<file path="src/rtl/uart_rx_dma.sv">
`timescale 1ns/1ps
// uart_rx_dma
//   Receive-side sequencer between a UART byte receiver and a memory write port.
//   Received bytes are buffered in a small FIFO, packed little-endian into 32-bit
//   words and written with a req/ack handshake into a ring of BUF_WORDS words that
//   starts at BASE_ADDR. A partially filled word is flushed after TIMEOUT idle
//   cycles (TIMEOUT = 0 disables the flush). Dropped bytes set a sticky overflow
//   flag, and every completed write gives a one-cycle irq pulse.
//
// Ports
//   i_clk        system clock, all logic on the rising edge
//   i_reset      asynchronous, active-high reset
//   i_enable     1 = accept new bytes; 0 = drop new bytes, keep draining the FIFO
//   i_rx_valid   one-cycle strobe, i_rx_data holds a received byte
//   i_rx_data    received byte
//   i_ovf_clr    one-cycle pulse that clears o_overflow
//   o_mem_req    write request, held until i_mem_ack
//   o_mem_addr   byte address BASE_ADDR + 4*o_wr_index (zero while idle)
//   o_mem_wdata  packed word, byte k in bits [8k+7:8k]
//   o_mem_wstrb  byte-lane enables, bit k = lane k valid
//   i_mem_ack    write accepted at this edge (only looked at while o_mem_req = 1)
//   o_wr_index   ring slot of the next write
//   o_overflow   sticky, a byte was dropped because the FIFO was full
//   o_irq        one-cycle pulse the cycle after each completed write
module uart_rx_dma #(
    parameter logic [31:0] BASE_ADDR  = 32'h0040_0100,
    parameter int          BUF_WORDS  = 16,
    parameter int          FIFO_DEPTH = 8,
    parameter int          TIMEOUT    = 1000
) (
    input  logic                         i_clk,
    input  logic                         i_reset,
    input  logic                         i_enable,
    input  logic                         i_rx_valid,
    input  logic [7:0]                   i_rx_data,
    input  logic                         i_ovf_clr,
    output logic                         o_mem_req,
    output logic [31:0]                  o_mem_addr,
    output logic [31:0]                  o_mem_wdata,
    output logic [3:0]                   o_mem_wstrb,
    input  logic                         i_mem_ack,
    output logic [$clog2(BUF_WORDS)-1:0] o_wr_index,
    output logic                         o_overflow,
    output logic                         o_irq
);

    localparam int          IDX_W    = $clog2(BUF_WORDS);
    localparam int          PTR_W    = $clog2(FIFO_DEPTH);
    localparam logic [PTR_W:0] FULL_CNT = (PTR_W+1)'(FIFO_DEPTH);
    localparam logic [31:0] TMO_LAST = 32'(TIMEOUT - 1);

    typedef enum logic {S_COLLECT, S_WRITE} state_t;

    state_t               r_state;
    state_t               w_state_next;

    logic [7:0]           r_fifo [FIFO_DEPTH];
    logic [PTR_W:0]       r_wptr;
    logic [PTR_W:0]       r_rptr;
    logic [1:0]           r_lane;
    logic [3:0]           r_wstrb;
    logic [31:0]          r_wdata;
    logic [31:0]          r_tmo;
    logic [IDX_W-1:0]     r_wr_index;
    logic                 r_overflow;
    logic                 r_irq;

    logic [PTR_W:0]       w_count;
    logic                 w_empty;
    logic                 w_full;
    logic                 w_push;
    logic                 w_pop;
    logic                 w_accept;
    logic                 w_drop;
    logic                 w_ack;
    logic                 w_mem_req;
    logic                 w_tmo_expired;
    logic [7:0]           w_rd_byte;

    // ---- byte FIFO status
    // Pointers carry one extra bit so full and empty are distinguishable.
    assign w_count   = r_wptr - r_rptr;
    assign w_empty   = (r_wptr == r_rptr);
    assign w_full    = (w_count == FULL_CNT);
    assign w_push    = i_rx_valid & i_enable;
    // A pop in the same cycle frees the slot the push lands in, so a full FIFO
    // still accepts the byte.
    assign w_accept  = w_push & (~w_full | w_pop);
    assign w_drop    = w_push & w_full & ~w_pop;
    assign w_rd_byte = r_fifo[r_rptr[PTR_W-1:0]];

    // Only a started word (lane != 0) with nothing left to pop can time out.
    assign w_tmo_expired = (TIMEOUT != 0) && (r_lane != 2'd0) && w_empty &&
                           (r_tmo == TMO_LAST);

    // ---- sequencer: next state and handshake
    always_comb begin
        w_state_next = r_state;
        w_pop        = 1'b0;
        w_mem_req    = 1'b0;
        w_ack        = 1'b0;
        case (r_state)
            S_COLLECT: begin
                w_pop = ~w_empty;
                if (w_pop && (r_lane == 2'd3)) begin
                    w_state_next = S_WRITE;
                end else if (w_tmo_expired) begin
                    w_state_next = S_WRITE;
                end
            end
            S_WRITE: begin
                w_mem_req = 1'b1;
                if (i_mem_ack) begin
                    w_ack        = 1'b1;
                    w_state_next = S_COLLECT;
                end
            end
            default: w_state_next = S_COLLECT;
        endcase
    end

    always_ff @(posedge i_clk or posedge i_reset) begin
        if (i_reset) begin
            r_state <= S_COLLECT;
        end else begin
            r_state <= w_state_next;
        end
    end

    // ---- FIFO storage (data only, no reset needed)
    always_ff @(posedge i_clk) begin
        if (w_accept) begin
            r_fifo[r_wptr[PTR_W-1:0]] <= i_rx_data;
        end
    end

    // ---- pointers, word packing, timeout, ring index, flags
    always_ff @(posedge i_clk or posedge i_reset) begin
        if (i_reset) begin
            r_wptr     <= '0;
            r_rptr     <= '0;
            r_lane     <= 2'd0;
            r_wstrb    <= 4'd0;
            r_wdata    <= 32'd0;
            r_tmo      <= 32'd0;
            r_wr_index <= '0;
            r_overflow <= 1'b0;
            r_irq      <= 1'b0;
        end else begin
            if (w_accept) begin
                r_wptr <= r_wptr + 1'b1;
            end
            if (w_pop) begin
                r_rptr <= r_rptr + 1'b1;
            end

            // A drop in the same cycle as a clear keeps the flag set.
            if (w_drop) begin
                r_overflow <= 1'b1;
            end else if (i_ovf_clr) begin
                r_overflow <= 1'b0;
            end

            r_irq <= w_ack;

            if (w_ack) begin
                r_wr_index <= r_wr_index + 1'b1;
                r_lane     <= 2'd0;
                r_wstrb    <= 4'd0;
                r_wdata    <= 32'd0;
                r_tmo      <= 32'd0;
            end else if (w_pop) begin
                r_wdata[{r_lane, 3'b000} +: 8] <= w_rd_byte;
                r_wstrb[r_lane]                <= 1'b1;
                r_lane                         <= r_lane + 2'd1;
                r_tmo                          <= 32'd0;
            end else if (r_state == S_COLLECT) begin
                if (r_lane == 2'd0) begin
                    r_tmo <= 32'd0;
                end else if (w_empty) begin
                    r_tmo <= r_tmo + 32'd1;
                end
            end
        end
    end

    // ---- outputs
    // The address is only driven while a request is up so the idle bus reads zero.
    assign o_mem_req   = w_mem_req;
    assign o_mem_addr  = w_mem_req ?
                         (BASE_ADDR + {{(30-IDX_W){1'b0}}, r_wr_index, 2'b00}) : 32'd0;
    assign o_mem_wdata = r_wdata;
    assign o_mem_wstrb = r_wstrb;
    assign o_wr_index  = r_wr_index;
    assign o_overflow  = r_overflow;
    assign o_irq       = r_irq;

endmodule

</file>
<file path="config.mk">
export PLATFORM = sky130hd
export DESIGN_NAME = uart_rx_dma
export DESIGN_NICKNAME = d
export VERILOG_FILES = /design/src/rtl/uart_rx_dma.sv
export SDC_FILE = /design/constraint.sdc
export NUM_CORES = 1
export LEC_CHECK = 0
export BUFFER_PORTS_ARGS = -buffer_cell sky130_fd_sc_hd__buf_2
export CELL_PAD_IN_SITES_DETAIL_PLACEMENT = 1
export CELL_PAD_IN_SITES_GLOBAL_PLACEMENT = 2
export CORE_MARGIN = 1
export CORE_UTILIZATION = 35
export CTS_CLUSTER_DIAMETER = 100
export DETAILED_ROUTE_END_ITERATION = 6
export GPL_ROUTABILITY_DRIVEN = 0
export GPL_TIMING_DRIVEN = 0
export PLACE_DENSITY = 0.83
export SETUP_SLACK_MARGIN = 0.05
export SYNTH_ARGS = -nofsm -noshare
export SYNTH_HDL_FRONTEND = slang
export SYNTH_SLANG_ARGS = --single-unit
</file>
<file path="constraint.sdc">
create_clock -name i_clk -period 3 [get_ports i_clk]
set_clock_uncertainty 0.1 [all_clocks]
set_input_delay 0.6 -clock i_clk [delete_from_list [all_inputs] [get_ports i_clk]]
set_output_delay 0.6 -clock i_clk [all_outputs]
set_load 0.01 [all_outputs]
</file>
# Yosys cells after proc, flatten, opt, wreduce, memory -nomap -nowiden
# Memories as Yosys holds them, arrays and structs flattened.
# Cells that the tools add are included.
[totals]
mem_bits_rw = 64
output_inout_bits = 75
wordCells = 75
input_bits = 14
n_memories = 1
regBits = 85
[op_classes]
eq_ne = 5
n_lt_le_gt_ge = 2
n_mux = 27
reduce_logical = 10
n_addsub = 8
bitwise = 10
shifts = 2
[mem_list]
columns = ["memory", "depth", "width", "rd", "rd_ports_with_merged_regs", "write_ports", "line_no", "rtl"]
rows = [
  ["r_fifo", 8, 8, 1, 0, 1, "57", "logic [7:0] r_fifo [FIFO_DEPTH];"],
]
[ops]
columns = ["op", "count"]
rows = [
  ["32-bit two-way mux", 7],
  ["32-bit by 1-bit adder with 32-bit output (second input constant)", 1],
  ["32-bit bitwise mux", 1],
  ["32-bit by 10-bit equality test with 1-bit output (second input constant)", 1],
  ["8-bit by 7-bit variable shift with 32-bit output (first input constant)", 1],
  ["8-bit by 7-bit indexed part select with 32-bit output", 1],
  ["23-bit by 6-bit adder with 24-bit output (first input constant)", 1],
  ["24-bit two-way mux", 1],
  ["4-bit by 1-bit adder with 4-bit output (second input constant)", 3],
  ["1-bit two-way mux", 12],
  ["4-bit two-way mux", 2],
  ["5-bit negation with 7-bit output", 1],
  ["2-bit nonzero test", 3],
  ["1-bit bitwise AND", 4],
  ["4-bit equality test", 1],
  ["4-bit equality test (second input constant)", 1],
  ["1-bit logical AND", 4],
  ["2-bit two-way mux", 2],
  ["1-bit NOT", 4],
  ["4-bit bitwise OR", 1],
  ["4-bit nonzero test", 1],
  ["4-bit subtractor", 1],
  ["2-bit by 3-bit < comparator with 1-bit output (second input constant)", 1],
  ["3-bit by 1-bit != test with 1-bit output (second input constant)", 1],
  ["8 further kinds", 8],
]

# Logic depth before layout (Yosys ltp)
# Gate-level depths: netlist (run 1).
[logic_depth]
depth_word = 7
mapped_depth = 11
ltp_nobuf = 7

# Worst setup path after synthesis (run 1)
# Ideal clock, no wire load.
[synth_path]
path_kind = "reg-to-reg"
start = "reg r_rptr[1]"
end = "mem r_fifo[2][0], enable pin"
setup_ns = 0.395
t_required_ns = 2.505
period_less_slack_ns = 3.368
stages_incl_launch_ff = 10
arrival_ns = 2.873
n_path_buf = 2
setup_slack_ns = -0.368
cell_sequence = "dfrtp_1 > buf_2 > buf_1 > inv_1 > ha_1 > and3_1 > a21oi_2 > nor3_2 > a21oi_2 > nor4bb_1"
[synth_between]
elab_chain_cells = 7
elab_cells_between_ends = 10
cone_classes = "add/sub: 1; eq/ne: 2; mux: 3; bitwise: 4"
[synth_lines]
columns = ["element", "line_no", "rtl"]
rows = [
  ["start: declaration", "59", "logic [PTR_W:0] r_rptr;"],
  ["start signal: assignment", "154", "r_rptr <= r_rptr + 1'b1;"],
  ["4-bit subtractor / 4-bit equality test (equally long branches)", "82, 83", ""],
  ["4-bit equality test / 1-bit NOT (equally long branches)", "84, 104", ""],
  ["1-bit NOT / 1-bit two-way mux (equally long branches)", "88, 102", ""],
  ["1-bit bitwise OR *", "88", "assign w_accept = w_push & (~w_full | w_pop);"],
  ["1-bit bitwise AND *", "88", ""],
  ["1-bit two-way mux *", "132", "if (w_accept) begin"],
  ["1-bit two-way mux (implied by the code) *", "133", "r_fifo[r_wptr[PTR_W-1:0]] <= i_rx_data;"],
  ["end: declaration", "57", ""],
]
# Mark *: on every way between the ends. The rest lies on a longest branch, timed or not.

# Worst setup path in the final report (run 1)
[layout_path]
start = "reg r_wptr[0]"
end = "mem r_fifo[3][5], enable pin"
[layout_between]
elab_chain_cells = 7
elab_cells_between_ends = 10
cone_classes = "add/sub: 1; eq/ne: 2; mux: 3; bitwise: 4"
[layout_lines]
columns = ["element", "line_no", "rtl"]
rows = [
  ["start: declaration", "58", "logic [PTR_W:0] r_wptr;"],
  ["start signal: assignment", "151", "r_wptr <= r_wptr + 1'b1;"],
  ["4-bit subtractor / 4-bit equality test (equally long branches)", "82, 83", ""],
  ["4-bit equality test / 1-bit NOT (equally long branches)", "84, 104", ""],
  ["1-bit NOT / 1-bit two-way mux (equally long branches)", "88, 102", ""],
  ["1-bit bitwise OR", "88", ""],
  ["1-bit bitwise AND", "88", ""],
  ["1-bit two-way mux", "132", ""],
  ["1-bit two-way mux (implied by the code)", "133", ""],
]
# Parallel ways exist; a longest one is shown, timed or not.

==> results of run 1 <==
## path summary, 6_finish.rpt
kind	startpoint	endpoint	slack, ps	cells past startpoint
max	r_wptr[0]	r_fifo[3][5]	220	7
min	i_reset	o_mem_wdata[25]	60	2
max reg2reg	r_wptr[0]	r_fifo[3][5]	220	7
min reg2reg	o_mem_wdata[10]	o_mem_wdata[10]	380	2
max in group asynchronous	i_reset	o_mem_wdata[5]	2120	3
min in group i_clk	i_ovf_clr	o_overflow	260	2
## metal layers
metal  GRT usage (%)  part of all wire (%)  vias to the layer above
met5               0                     0                        -
met4           5.848                   1.6                        0
met3           4.040                   3.3                       19
met2           30.19                    53                       80
met1           20.37                    42                     2165
li1                -                     -                     1993
## critical path: cells and delay by family, from the launching register on
family / cells / cell delay (ps)
buffers and inverters: 1 / 170
AND/OR/NAND/NOR: 3 / 810
adder cells (fa/ha/maj): 1 / 340
flip-flops: 1 / 550
AO/OA/AOI/OAI: 2 / 480
## flip-flops by register name, indices dropped and copies added (netlist names)
signal / flops
o_irq: 1
o_overflow: 1
o_mem_wdata: 32
r_tmo: 32
r_rptr: 4
r_fifo: 64
r_state: 1
o_mem_wstrb: 4
r_lane: 2
r_wptr: 4
o_wr_index: 4
## synthesized netlist by cell type, types with 8 or more instances
master,count
buf_4,30
buf_2,8
edfxtp_1,64
nor2_1,35
mux2i_1,9
xnor2_1,10
o21ai_0,37
nand3_1,16
nand4_1,19
ha_1,11
dfrtp_1,85
mux4_2,16
a21oi_1,12
xor2_1,29
nand2_1,55
## power breakdown
| group | internal [µW] | total (µW) | switching (µW) | leakage (µW) |
|---|---|---|---|---|
| combinational | 895 | 2290 | 1390 | 0.00142 |
| clock | 1190 | 2140 | 954 | 0.000292 |
| sequential | 2500 | 2800 | 297 | 0.00172 |
| total | 4580 | 7220 | 2640 | 0.00343 |
## placed cells by master (no fill, tap or decap), drive strengths merged, types with 4 or more instances in the layout
cell	netlist	layout
a21oi	14	14
and2	6	6
and3	7	7
and4	7	7
buf	40	104
clkbuf	4	22
clkinv	0	4
conb	1	26
dfrtp	85	85
edfxtp	64	64
ha	11	11
inv	8	17
mux2i	9	9
mux4	16	16
nand2	56	56
nand3	17	17
nand4	19	19
nor2	35	35
nor3	7	7
nor4	5	5
o21ai	37	37
xnor2	10	10
xor2	29	29
## final cells by class
cell class | instances | area, µm² | share of cell area, %
Buffer | 43 | 286.5 | 3.609
Clock buffer | 18 | 429.2 | 5.406
Clock inverter | 14 | 160.2 | 2.017
Inverter | 8 | 32.53 | 0.4098
Multi-Input combinational cell | 332 | 2317 | 29.19
Sequential cell | 149 | 4049 | 51.00
Tap cell | 229 | 286.5 | 3.609
Timing Repair Buffer | 65 | 377.9 | 4.760
## repair_timing
action	in CTS	in global routing
pin swaps	1	0
buffers inserted	2	0
gates resized for setup	5	3
endpoints found under the setup margin	123	56
## through the flow
step	util [%]	total power, µW	cells
after global routing	43.75	7652	858
after CTS	43.69	7312	858
after floorplan	-	4285	533
after detailed placement	40.17	5124	825
after global placement	40.00	5005	824
final	43.75	7225	858
## cell families after synthesis
kind of cell,after synthesis
AO/OA/AOI/OAI,58
XOR/XNOR,39
adder cells (fa/ha/maj),11
buffers and inverters,52
flip-flops,149
multiplexers,27
other,1
AND/OR/NAND/NOR,171
==> impl_metrics.py, run 1 <==
metrics = {
    "sta": {
        "hold_viol": 0,
        "setup_viol_count_final": 0,
        "tightest_slew_ps": 722.1,
        "relSlewSlack_pct": 51.86,
        "fmaxAchievable_ghz": 0.3599,
        "timing.final.crit_period_ps": 2779,
        "drv_slew": 0,
        "grt_setup_unrepaired": "true",
        "timing.final.ws_setup_ps": 221.3,
        "period_share_pct": 92.62,
        "holdWs_ps": 60.82,
        "setup-tns-final_ps": 0,
    },
    "die": {
        "die_w_um": 138.6,
        "ioPinCount": 89,
        "die_area_um2": 19220,
        "core_um2": 18150,
        "die_h_um": 138.6,
        "initial_utilization_pct": 36.00,
        "row_count": 49,
    },
    "outcome": {
        "violations": "design-rule violations",
        "status": "finished with violations",
    },
    "synthesis": {
        "yosysSeqAreaShare_pct": 61.97,
        "synthArstFlopShare_pct": 57.05,
        "synth_top_family_by_area": "simple AND/OR/NAND/NOR gates",
        "synthMuxAreaShare_pct": 7.239,
        "ys.flop_type": "dfrtp_1",
        "synth_area_leaders": "dfrtp_1 (33%), edfxtp_1 (29%), mux4_2 (5.5%), xor2_1 (3.9%), buf_4 (3.4%)",
        "synth_top_area_share_pct": 32.55,
        "mappedNetlistArea_um2": 6534,
        "synth_cells": 508,
        "synth_edf_count": 64,
        "yosys_warnings": 0,
        "synth_compound_area_share_pct": 4.864,
        "synth-simple-area-share_pct": 13.67,
        "synthAdderAreaFrac_pct": 2.106,
        "synth_top_area_cell": "dfrtp_1",
        "ys_seq_elements": 149,
        "synth_xor_area_share_pct": 5.228,
        "yosysUniqueCellTypes": 45,
        "avgSynthCellArea_um2": 12.86,
    },
    "drt": {
        "initialDrtViolationCount": 197,
        "drt_pass1_iterations": 7,
        "routedWlPerCell_um": 17.77,
        "routed_wl_um": 15250,
        "vias": 4257,
        "viasPerCell": 4.962,
        "drc": 7,
        "ant_nets": 0,
    },
    "global_routing": {
        "grt_max_degree": 59,
        "antenna_found_initial": 0,
        "grt-ovfl-total": 0,
        "grt_pass1_vias": 4623,
        "grt_pass1_wl_um": 24930,
        "track_usage_pct": 17.06,
    },
    "clocking": {
        "cts_inserted_buffers": 17,
        "clkLatencyLatePin_ps": 430,
        "cts_max_level": 4,
        "cts_buffer_depth": 2,
        "clk_root_buffer_cell": "clkbuf_16",
        "cts_hold_buf": 0,
        "cts.sinks": 149,
        "clkTransAtPathRegs_ps": 70,
        "cts_tree": "built",
    },
    "worst_setup_path": {
        "end_kind": "register",
        "worstPathCellList": "inv_1, ha_1, and3_1, a21oi_2, nor3_2, a21oi_4, and4b_2",
        "slowest_stage": "dfrtp_1",
        "crit_arrival_ps": 2780,
        "critPathLaunchType": "register",
        "cp.required_ps": 3000,
        "cp_max_fo": 9,
        "cpPeakStageDelay_ps": 550,
        "crit_type": "register to register",
    },
    "worst_hold_path": {
        "hold_class": "input pin to async pin",
    },
    "layout": {
        "finalInstanceArea_um2": 7939,
        "drive_gt1_share_pct": 27.19,
        "antenna_cells": 0,
        "nFillCells": 1918,
        "fin_nets": 641,
        "syn2layout_area_growth_pct": 21.51,
    },
    "pwr": {
        "leakage_uw": 0.003428,
        "irDropWorstVdd_mv": 0.6576,
        "powerDensity_nw_per_um2": 910.0,
    },
    "flow_run": {
        "maxCapViolations": 0,
    },
    "placement": {
        "dp_hpwl_um": 10700,
        "numPortBuffers": 62,
        "dp_worst_setup_slack_ps": -728.5,
        "dpl-instance-area_um2": 7289,
    },
}
No activity file was read; power rests on OpenSTA's default activity.
==> run 2, diff against run 1 <==
Settings changed: GPL_TIMING_DRIVEN 0 to unset.
==> run 2 against run 1 <==
  * The flow still finishes with violations (design-rule violations)
  * Count of clock-buffer cells in the layout grew 1
  * Routed wire length is 1.8% higher
  * Die area did not move
  * Cell count decreased by 4.0%
  * Hold slack improved by 130 ps
  * Combinational power rose by 2%
  * Via count down 1.8%
  * Design area down 3.6%
  * Power down 0.11%
  * Setup slack gained 22 ps
==> impl_metrics.py, run 2 (same netlist as run 1, synthesis figures left out) <==
metrics = {
    "outcome": {
        "status": "finished with violations",
        "violations": "design-rule violations",
    },
    "layout": {
        "seqCellArea_um2": 4049,
        "multi_input_area_um2": 2296,
        "drive_gt1_share_pct": 22.69,
        "fin_cells": 824,
        "fin_nets": 607,
        "layout_commonest_cell": "dfrtp_1",
        "mostFrequentLayoutCells": "dfrtp_1 (85), edfxtp_1 (64), buf_2 (62), nand2_1 (55), o21ai_0 (37)",
        "nFillCells": 1924,
        "syn2layout_area_growth_pct": 17.16,
        "largest_reg_flops": 64,
        "antenna_cells": 0,
    },
    "sta": {
        "setup-tns-final_ps": 0,
        "drv_slew": 0,
        "timing.final.crit_period_ps": 2756,
        "grt_setup_unrepaired": "false",
        "hold_viol": 0,
        "relSlewSlack_pct": 40.98,
        "fmaxAchievable_ghz": 0.3628,
        "setup_viol_count_final": 0,
        "tightest_slew_ps": 882.1,
        "period_share_pct": 91.88,
    },
    "die": {
        "initial_utilization_pct": 36.00,
        "ioPinCount": 89,
        "die_h_um": 138.6,
        "die_w_um": 138.6,
        "core_um2": 18150,
        "die_area_um2": 19220,
        "row_count": 49,
    },
    "placement": {
        "numPortBuffers": 62,
        "dp_hpwl_um": 10750,
        "placed_cells": 791,
    },
    "drt": {
        "viasPerCell": 5.073,
        "drt_pass1_iterations": 7,
        "routedWlPerCell_um": 18.83,
        "initialDrtViolationCount": 219,
        "vias": 4180,
        "ant_nets": 0,
        "routed_wl_um": 15520,
        "drc": 8,
    },
    "worst_setup_path": {
        "crit_family": "compound AO/OA/AOI/OAI gates",
        "ff2ff_path_depth": 6,
        "r2r_slack_ps": 240,
        "rr_startpoint": "r_wptr[2]",
        "cp_max_fo": 9,
        "slowest_stage": "nor4bb_4",
        "setup.worst_path.end": "r_fifo[2][5]",
        "crit_arrival_ps": 2710,
        "cp_num_cells": 6,
        "path_buf_inv": 0,
        "worstPathCellList": "ha_1, a21oi_1, o21ai_0, xor2_1, a21oi_2, nor4bb_4",
        "crit_start": "r_wptr[2]",
        "critPathLaunchType": "register",
        "end_kind": "register",
        "cpPeakStageDelay_ps": 560,
        "timing.rr.end": "r_fifo[2][5]",
        "cp.required_ps": 2950,
        "crit_type": "register to register",
    },
    "clocking": {
        "clkLatencyLatePin_ps": 420,
        "cts_buffer_depth": 2,
        "clk_root_buffer_cell": "clkbuf_16",
        "cts_hold_buf": 0,
        "cts_tree": "built",
        "cts_inserted_buffers": 17,
        "cts.sinks": 149,
        "cts_resized": 0,
        "cts_setup_buffers": 0,
        "clkTransAtPathRegs_ps": 60,
        "cts_max_level": 4,
    },
    "flow_run": {
        "maxCapViolations": 0,
    },
    "global_routing": {
        "grt-ovfl-total": 0,
        "antenna_found_initial": 0,
        "track_usage_pct": 17.36,
        "grt_pass1_vias": 4465,
        "grt_pass1_wl_um": 25340,
        "grt_max_degree": 86,
    },
    "worst_hold_path": {
        "hold_class": "input pin to async pin",
    },
    "pwr": {
        "leakage_uw": 0.003235,
        "irDropWorstVdd_mv": 0.9777,
        "fin_total_pwr_uw": 7217,
        "powerDensity_nw_per_um2": 942.8,
    },
}
==> run 2: cell count changes in the layout (fill, tap and decap cells not counted), moves of 3 or more <==
cell        before  now
buf_2           69   62
buf_4           31   11
clkbuf_1         5    2
clkinvlp_4       0    4
inv_8            5    0
==> run 2: cell type report <==
type | count | area share, %
sequential | 149 | 52.89
multi-input combinational | 332 | 29.99
clock buffer | 19 | 5.655
timing repair buffer | 74 | 5.394
tap | 229 | 3.743
clock inverter | 13 | 1.912
inverter | 8 | 0.4086
==> run 2: power by group <==
| part | switching, µW | leakage, µW | internal, µW | total, µW |
|---|---|---|---|---|
| clock network | 856 | 0.000269 | 1230 | 2090 |
| logic | 1440 | 0.00125 | 900 | 2340 |
| registers | 291 | 0.00172 | 2500 | 2790 |
==> run 2: worst min path at each step <==
| stage | to | slack (ps) | cells past startpoint |
|---|---|---|---|
| floorplan | r_wptr[3] | 360 | 1 |
| global placement | o_mem_wdata[6] | 370 | 2 |
| detailed placement | o_mem_wdata[9] | 370 | 2 |
| CTS | r_tmo[21] | 200 | 3 |
| global route | r_tmo[13] | 220 | 3 |
| finish | r_tmo[13] | 190 | 3 |
==> run 2: tightest hold or removal path: cells and delay by family <==
| kind | cells | cell delay, ps |
|---|---|---|
| buffers and inverters | 3 | 520 |
==> run 2: layer usage <==
layer / up-vias / global-route usage [%] / part of all wire [%]
li1: 1926 / - / -
met1: 2158 / 21.22 / 42
met2: 75 / 30.67 / 53
met3: 21 / 3.557 / 3.1
met4: 0 / 5.731 / 1.5
met5: - / 0 / 0
==> run 2: stage by stage <==
stage / hold slack [ps] / utilization (%) / area [µm²] / setup slack [ps]
3_5_place_dp: 371.7 / 38.95 / 7068 / 144.2
5_1_grt: 222.4 / 42.18 / 7655 / 59.93
4_1_cts: 198.3 / 42.14 / 7647 / 131.9
3_3_place_gp: 367.9 / 38.95 / 7068 / 262.8
2_1_floorplan: 361.7 / - / 6663 / 69.38
6_report: 191.4 / 42.18 / 7655 / 243.6
